==> config.mk <==
export PLATFORM = sky130hd
export DESIGN_NAME = pointwise_sub_sched_flat
export DESIGN_NICKNAME = d
export VERILOG_FILES = /design/src/rtl/pointwise_sub_sched_if.sv /design/src/rtl/pointwise_sub_sched.sv /design/src/flat_wrapper.sv
export SDC_FILE = /design/constraint.sdc
export NUM_CORES = 2
export LEC_CHECK = 0
export BUFFER_PORTS_ARGS = -buffer_cell sky130_fd_sc_hd__buf_2
export CORE_AREA = 8 8 497 499
export DETAILED_ROUTE_END_ITERATION = 8
export DIE_AREA = 0 0 505 507
export SLEW_MARGIN = 15
export SYNTH_ARGS = -nofsm -noshare
export SYNTH_HDL_FRONTEND = slang
export SYNTH_SLANG_ARGS = --single-unit
==> constraint.sdc <==
create_clock -name clk -period 6.5 [get_ports clk]
set_clock_uncertainty 0.15 [all_clocks]
set_input_delay 1.95 -clock clk [delete_from_list [all_inputs] [get_ports clk]]
set_output_delay 1.95 -clock clk [all_outputs]
set_load 0.1 [all_outputs]
==> src/rtl/pointwise_sub_sched_if.sv <==
// Request/grant and operand/result bundle between requesters and the pointwise-subtract scheduler.
interface pointwise_sub_sched_if #(
    parameter int unsigned DATA_W   = 16,
    parameter int unsigned NUM_ELEM = 16
);
    localparam int unsigned VEC_W = NUM_ELEM * DATA_W;

    logic [1:0]       req;
    logic [VEC_W-1:0] vec1_0;
    logic [VEC_W-1:0] vec2_0;
    logic [VEC_W-1:0] vec1_1;
    logic [VEC_W-1:0] vec2_1;
    logic [1:0]       gnt;
    logic             busy;
    logic             done;
    logic             done_id;
    logic [VEC_W-1:0] result;

    modport master (
        output req, vec1_0, vec2_0, vec1_1, vec2_1,
        input  gnt, busy, done, done_id, result
    );

    modport slave (
        input  req, vec1_0, vec2_0, vec1_1, vec2_1,
        output gnt, busy, done, done_id, result
    );
endinterface

==> src/rtl/pointwise_sub_sched.sv <==
// Round-robin scheduler sharing one LANES-wide subtract lane between two requesters;
// captures operands on grant, subtracts beat-serially, pulses done with the owner id.
module pointwise_sub_sched #(
    parameter int unsigned DATA_W   = 16,
    parameter int unsigned NUM_ELEM = 16,
    parameter int unsigned LANES    = 4
) (
    input  logic                        clk,
    input  logic                        rst_n,
    pointwise_sub_sched_if.slave        bus
);
    localparam int unsigned VEC_W  = NUM_ELEM * DATA_W;
    localparam int unsigned BEATS  = NUM_ELEM / LANES;
    localparam int unsigned BCNT_W = (BEATS > 1) ? $clog2(BEATS) : 1;

    localparam logic [1:0] ST_IDLE = 2'd0;
    localparam logic [1:0] ST_RUN  = 2'd1;
    localparam logic [1:0] ST_DONE = 2'd2;

    generate
        if ((NUM_ELEM % LANES) != 0) begin : g_bad_lanes
            $error("pointwise_sub_sched: NUM_ELEM must be a multiple of LANES");
        end
    endgenerate

    logic [1:0]        state_q, state_d;
    logic [BCNT_W-1:0] beat_q, beat_d;
    logic [VEC_W-1:0]  op1_q, op1_d;
    logic [VEC_W-1:0]  op2_q, op2_d;
    logic [VEC_W-1:0]  result_q, result_d;
    logic              owner_q, owner_d;
    logic              last_q, last_d;
    logic              done_id_q, done_id_d;
    logic              busy_q, busy_d;
    logic              done_q, done_d;
    logic [1:0]        gnt_c;
    logic              winner_c;

    // Lone requester wins; on a tie the one not served last wins.
    always_comb begin
        winner_c = ~last_q;
        if (bus.req == 2'b01) winner_c = 1'b0;
        if (bus.req == 2'b10) winner_c = 1'b1;
    end

    always_comb begin
        state_d   = state_q;
        beat_d    = beat_q;
        op1_d     = op1_q;
        op2_d     = op2_q;
        result_d  = result_q;
        owner_d   = owner_q;
        last_d    = last_q;
        done_id_d = done_id_q;
        done_d    = 1'b0;
        gnt_c     = 2'b00;

        case (state_q)
            ST_IDLE: begin
                if (rst_n && (bus.req != 2'b00)) begin
                    gnt_c   = winner_c ? 2'b10 : 2'b01;
                    op1_d   = winner_c ? bus.vec1_1 : bus.vec1_0;
                    op2_d   = winner_c ? bus.vec2_1 : bus.vec2_0;
                    owner_d = winner_c;
                    last_d  = winner_c;
                    beat_d  = '0;
                    state_d = ST_RUN;
                end
            end
            ST_RUN: begin
                // Lane j of this beat handles element beat*LANES + j; wraps modulo 2^DATA_W.
                for (int unsigned j = 0; j < LANES; j++) begin
                    result_d[(32'(beat_q) * LANES + j) * DATA_W +: DATA_W] =
                        op1_q[(32'(beat_q) * LANES + j) * DATA_W +: DATA_W] -
                        op2_q[(32'(beat_q) * LANES + j) * DATA_W +: DATA_W];
                end
                beat_d = beat_q + BCNT_W'(1);
                if (beat_q == BCNT_W'(BEATS - 1)) begin
                    beat_d    = '0;
                    state_d   = ST_DONE;
                    done_d    = 1'b1;
                    done_id_d = owner_q;
                end
            end
            ST_DONE: begin
                state_d = ST_IDLE;
            end
            default: begin
                state_d = ST_IDLE;
            end
        endcase

        busy_d = (state_d != ST_IDLE);
    end

    always_ff @(posedge clk) begin
        if (!rst_n) begin
            state_q   <= ST_IDLE;
            beat_q    <= '0;
            op1_q     <= '0;
            op2_q     <= '0;
            result_q  <= '0;
            owner_q   <= 1'b0;
            last_q    <= 1'b1;
            done_id_q <= 1'b0;
            busy_q    <= 1'b0;
            done_q    <= 1'b0;
        end else begin
            state_q   <= state_d;
            beat_q    <= beat_d;
            op1_q     <= op1_d;
            op2_q     <= op2_d;
            result_q  <= result_d;
            owner_q   <= owner_d;
            last_q    <= last_d;
            done_id_q <= done_id_d;
            busy_q    <= busy_d;
            done_q    <= done_d;
        end
    end

    assign bus.gnt     = gnt_c;
    assign bus.busy    = busy_q;
    assign bus.done    = done_q;
    assign bus.done_id = done_id_q;
    assign bus.result  = result_q;
endmodule

==> src/flat_wrapper.sv <==
// flat-port wrapper written by rule: the top's interface ports become plain ports
module pointwise_sub_sched_flat 
#(
    parameter int unsigned DATA_W   = 16,
    parameter int unsigned NUM_ELEM = 16,
    parameter int unsigned LANES    = 4
)
  (clk, rst_n, bus_req, bus_vec1_0, bus_vec2_0, bus_vec1_1, bus_vec2_1, bus_gnt, bus_busy, bus_done, bus_done_id, bus_result);
  pointwise_sub_sched_if #(.DATA_W(DATA_W), .NUM_ELEM(NUM_ELEM)) bus_i ();
  input  logic clk;
  input  logic rst_n;
  input wire logic [$bits(bus_i.req)-1:0] bus_req;
  input wire logic [$bits(bus_i.vec1_0)-1:0] bus_vec1_0;
  input wire logic [$bits(bus_i.vec2_0)-1:0] bus_vec2_0;
  input wire logic [$bits(bus_i.vec1_1)-1:0] bus_vec1_1;
  input wire logic [$bits(bus_i.vec2_1)-1:0] bus_vec2_1;
  output wire logic [$bits(bus_i.gnt)-1:0] bus_gnt;
  output wire logic [$bits(bus_i.busy)-1:0] bus_busy;
  output wire logic [$bits(bus_i.done)-1:0] bus_done;
  output wire logic [$bits(bus_i.done_id)-1:0] bus_done_id;
  output wire logic [$bits(bus_i.result)-1:0] bus_result;
  assign bus_i.req = bus_req;
  assign bus_i.vec1_0 = bus_vec1_0;
  assign bus_i.vec2_0 = bus_vec2_0;
  assign bus_i.vec1_1 = bus_vec1_1;
  assign bus_i.vec2_1 = bus_vec2_1;
  assign bus_gnt = bus_i.gnt;
  assign bus_busy = bus_i.busy;
  assign bus_done = bus_i.done;
  assign bus_done_id = bus_i.done_id;
  assign bus_result = bus_i.result;
  pointwise_sub_sched #(.DATA_W(DATA_W), .NUM_ELEM(NUM_ELEM), .LANES(LANES)) u_core (.clk(clk), .rst_n(rst_n), .bus(bus_i));
endmodule
== Word level (Yosys, flattened, before mapping) ==
Cells that the tools add are included.
Cells by class
  add/sub/neg operators: 12
  equal/unequal tests: 5
  shift-type cells: 16
  muxes and demuxes: 18
  bitwise gates (word level): 1
  reduce and logical (&&, ||, !) cells: 9
Operators by type and width (number)
  $shiftx A256 B33 Y16: 6
  $bwmux W256: 4
  $shift A16 B34 Y256 const A: 4
  $shiftx A16 B34 Y256: 4
  $mux W256: 2
  $shiftx A256 B9 Y16: 2
  $neg A32 Y34: 3
  $sub A16 B16 Y16: 4
  $neg A8 Y34: 1
  $mux W2: 7
  $add A4 B2 Y5 const B: 2
  $pmux W2 S2: 2
  $reduce_and A2 Y1: 4
  $reduce_bool A2 Y1: 3
  $add A4 B1 Y5 const B: 1
  $eq A2 B1 Y1 const B: 2
  $eq A2 B2 Y1 const B: 2
  $mux W1: 3
  $add A2 B1 Y2 const B: 1
  $logic_not A2 Y1: 1
  $ne A2 B1 Y1 const B: 1
  $logic_and A1 B1 Y1: 1
  $not A1 Y1: 1
Storage, ports and cells
  register bits: 777
  input port bits: 1028
  output and inout port bits: 261
  logic and storage cells: 71

== Longest topological paths before layout ==
  word-level depth: 7
  depth in mapped cells: 15
  mapped depth without buffers: 13

== Worst setup path before layout ==
No wires, ideal clock.
  path type: input to output
  start point: input bus_req[0]
  end point: output bus_gnt[1]
  data arrival time: 3905 ps
  required time: 4400 ps
  path slack: 495 ps
  stages: 5
  buffers on the path: 2
  cells stage by stage: nand2b_1 a21o_1 clkbuf_1 clkbuf_1 nor2_1
On the way
  cells in the longest elaborated chain, start to end: 6
  elaborated cells on any way between the ends: 9
  those cells by class: 2 x eq/ne; 5 x mux; 2 x reduce/logical
RTL lines
  start: declaration: line flat_wrapper.sv:12  | input wire logic [$bits(bus_i.req)-1:0] bus_req;
  $eq A2 B1 Y1: line pointwise_sub_sched.sv:42  | if (bus.req == 2'b01) winner_c = 1'b0;
  $mux W1: line pointwise_sub_sched.sv:42
  $mux W1: line pointwise_sub_sched.sv:43  | if (bus.req == 2'b10) winner_c = 1'b1;
  $mux W2: line pointwise_sub_sched.sv:61  | gnt_c = winner_c ? 2'b10 : 2'b01;
  $mux W2 (*): line pointwise_sub_sched.sv:60  | if (rst_n && (bus.req != 2'b00)) begin
  $mux W2 (*): line pointwise_sub_sched.sv:58  | case (state_q)
  end: declaration: line flat_wrapper.sv:17  | output wire logic [$bits(bus_i.gnt)-1:0] bus_gnt;
Mark *: on every way between the ends. The rest lies on a longest branch, timed or not.

== Worst setup path after layout ==
  start point: input rst_n
  end point: output bus_gnt[1]
On the way
  cells in the longest elaborated chain, start to end: 3
RTL lines
  start: declaration: line flat_wrapper.sv:11  | input logic rst_n;
  $logic_and A1 B1 Y1: line pointwise_sub_sched.sv:60
  $mux W2: line pointwise_sub_sched.sv:60
  $mux W2: line pointwise_sub_sched.sv:58
No other way between the ends.

==> impl_metrics.ini <==
[floorplanning]
io_pins = 1289
placementRows = 180
chipWidth_um = 505
die_y_um = 507
core_area_um2 = 239000
die-area_um2 = 256000
start_util = 0.152

[pwr]
total_power_mw = 15.3
leakage_nw = 20.6
vdd_drop_max_mv = 0.189
powerDensity_nw_per_um2 = 308

[sta]
achievable-frequency_ghz = 0.176
layout_setup_ws_ns = 0.828
hold_viol = 0
slew_viol_final = 0
fin_crit_ns = 5.67
finalSetupViolations = 0
tns_ns = 0
maxSlewHeadroom = 0.224
rsz0062_at_grt = false
fin_crit_sh = 0.873
worst_slew_pin_slew_ns = 1.16

[drt]
wl_met1_um = 107000
wl_met3_um = 28500
viasPerCell = 4.52
vias = 39800
wl_met2_um = 115000
routed_wl_um = 260000
first_pass_iters = 6
drt_iter0_drc = 4330
wl_per_cell_um = 29.6
drcViolationCount = 0
detail-route-antenna-nets = 0
top_layer = met5

[layout]
area_growth_syn_to_layout_pct = 37.0
final_layout_size_suffix_gt1_frac = 0.307
seq_area_um2 = 15600
fillers = 27000
multi_input_area_um2 = 19200
fin_nets = 6563

[synth]
async_flop_share = 0
synth_top_area_share = 0.428
synth_compound_area_frac = 0.201
yosys.area_share.simple = 0.206
synth_cells = 4349
ys_ff_latch = 777
synth_area_leaders = dfxtp_1, a311oi_1, nand2_1, mux4_2, nor2_1
synthFlopType = dfxtp_1
seq_area_frac_synth = 0.428
synth_xor_area_frac = 0.0154
synth_adder_area_share = 0.0256
yosysTopAreaCell = dfxtp_1
syn-cell-area_um2 = 36400
ys_types = 69
synth_nets = 5449
avgSynthCellArea_um2 = 8.36
synthMuxAreaShare = 0.0776
synth_top_family_by_area = simple AND/OR/NAND/NOR gates
synth_most_common_cell = nand2_1
synth_edf_count = 0
ys_warn_count = 0
yosys-top-cells-count = nand2_1, dfxtp_1, nor2_1

[cts]
insertion_delay_ns = 0.75
cts_tree = built
cts_resized = 0
path_clk_slew_ns = 0.06
cts_root_buf = clkbuf_16
h-tree-depth = 3
postCtsSetupRepairBufs = 0
holdBufCountCts = 0
cts_sinks = 777
cts_max_path_buffers = 3
cts_inserted_buffers = 91

[place]
place.gp.congestion = 0.913
dpl.hpwl_um = 219000
place_ws_ns = 0.757
port_buffers = 1288

[worst_setup_path]
cp-end-kind = primary output
cp-start-kind = primary input
crit_arrival_ns = 3.57
r2r_cells = 12
required_ns = 4.40
crit_path_max_fanout = 3
critical_path_class = primary input to primary output

[global_route]
grt_pass1_wl_um = 339000
grt_usage = 0.192
grt_max_degree = 214
antenna_found_initial = 300
grt_pass1_vias = 37300
overflow = 0

[min_path]
hold_class = flop to flop
worstHoldPathCells = 2

[job]
drv_cap = 0

[status]
status = completed
[state kept, by name, indices dropped and copies added (netlist names)]
signal              flops
u_core.beat_q           2
u_core.bus.busy         1
u_core.bus.done         1
u_core.bus.done_id      1
u_core.bus.result     256
u_core.last_q           1
u_core.op1_q          256
u_core.op2_q          256
u_core.owner_q          1
u_core.state_q          2
[kinds of logic (layout without fill, tap and decap cells)]
logic type,count (synthesis),count (layout)
muxes,127,127
other,0,79
and+or+nand+nor,1934,1934
AOI/OAI and AO/OA,926,926
DFF,777,777
adders and majority gates,72,72
xor gates and xnor gates,64,64
buffers and inverters,449,1636
[routing by layer]
metal	global-route usage	vias to the layer above
met1	0.245	18800
li1	-	17800
met4	0.0520	146
met5	0	-
met2	0.304	2351
met3	0.0725	640
[power breakdown]
group,switching (mW),leakage [nW],total (mW),internal [mW]
Sequential,0.260,6.37,5.38,5.11
Combinational,3.13,12.7,4.47,1.34
Clock,2.31,1.55,5.50,3.19
[final timing paths]
check                         from                      to  slack, ns
max                          rst_n              bus_gnt[1]       0.83
min          u_core.bus.result[26]   u_core.bus.result[26]       0.30
max reg2reg       u_core.beat_q[0]  u_core.bus.result[254]       1.52
min reg2reg  u_core.bus.result[26]   u_core.bus.result[26]       0.30
[cell type report]
type,count,area share
Sequential cell,777,0.312
Clock inverter,33,0.0102
Antenna cell,79,0.00397
Inverter,83,0.00640
Timing Repair Buffer,1387,0.148
Tap cell,3185,0.0800
Multi-Input combinational cell,3123,0.385
Clock buffer,133,0.0537
[placed cells by master (no fill, tap or decap), drive strengths merged, types with 4 or more instances in the layout]
cell type / instances
clkinvlp: 4
fa: 4
clkbuf: 133
buf: 1387
a21o: 17
xnor2: 41
nand3: 22
o21bai: 6
nor2: 734
clkinv: 17
inv: 87
nor2b: 7
bufinv: 8
a2bb2oi: 5
a22oi: 100
nor3: 12
and3: 5
diode: 79
or3: 7
dfxtp: 777
mux4: 124
ha: 68
o21a: 12
a21oi: 92
o21ai: 84
nand4: 11
nand2: 1111
xor2: 23
a311oi: 512
a221o: 4
nand2b: 11
a22o: 56
o311ai: 5
[per-stage QoR]
stage	hold WS (ns)	utilization	area, um^2	std cells
after detailed placement	0.290	0.194	46500	8555
after global placement	0.279	0.194	46500	8555
after global routing	0.330	0.208	49800	8768
final	0.299	0.208	49800	8800
after floorplan	0.291	-	36400	4349
after CTS	0.305	0.208	49600	8721
[worst max-delay path, stage by stage]
cell and delay, ns:
buf_2 0.16, o21ai_0 0.19, or3_1 0.41, nor2_1 0.39, buf_4 0.25, buf_12 0.20
Note: power is estimated with default switching activity, not from simulation.
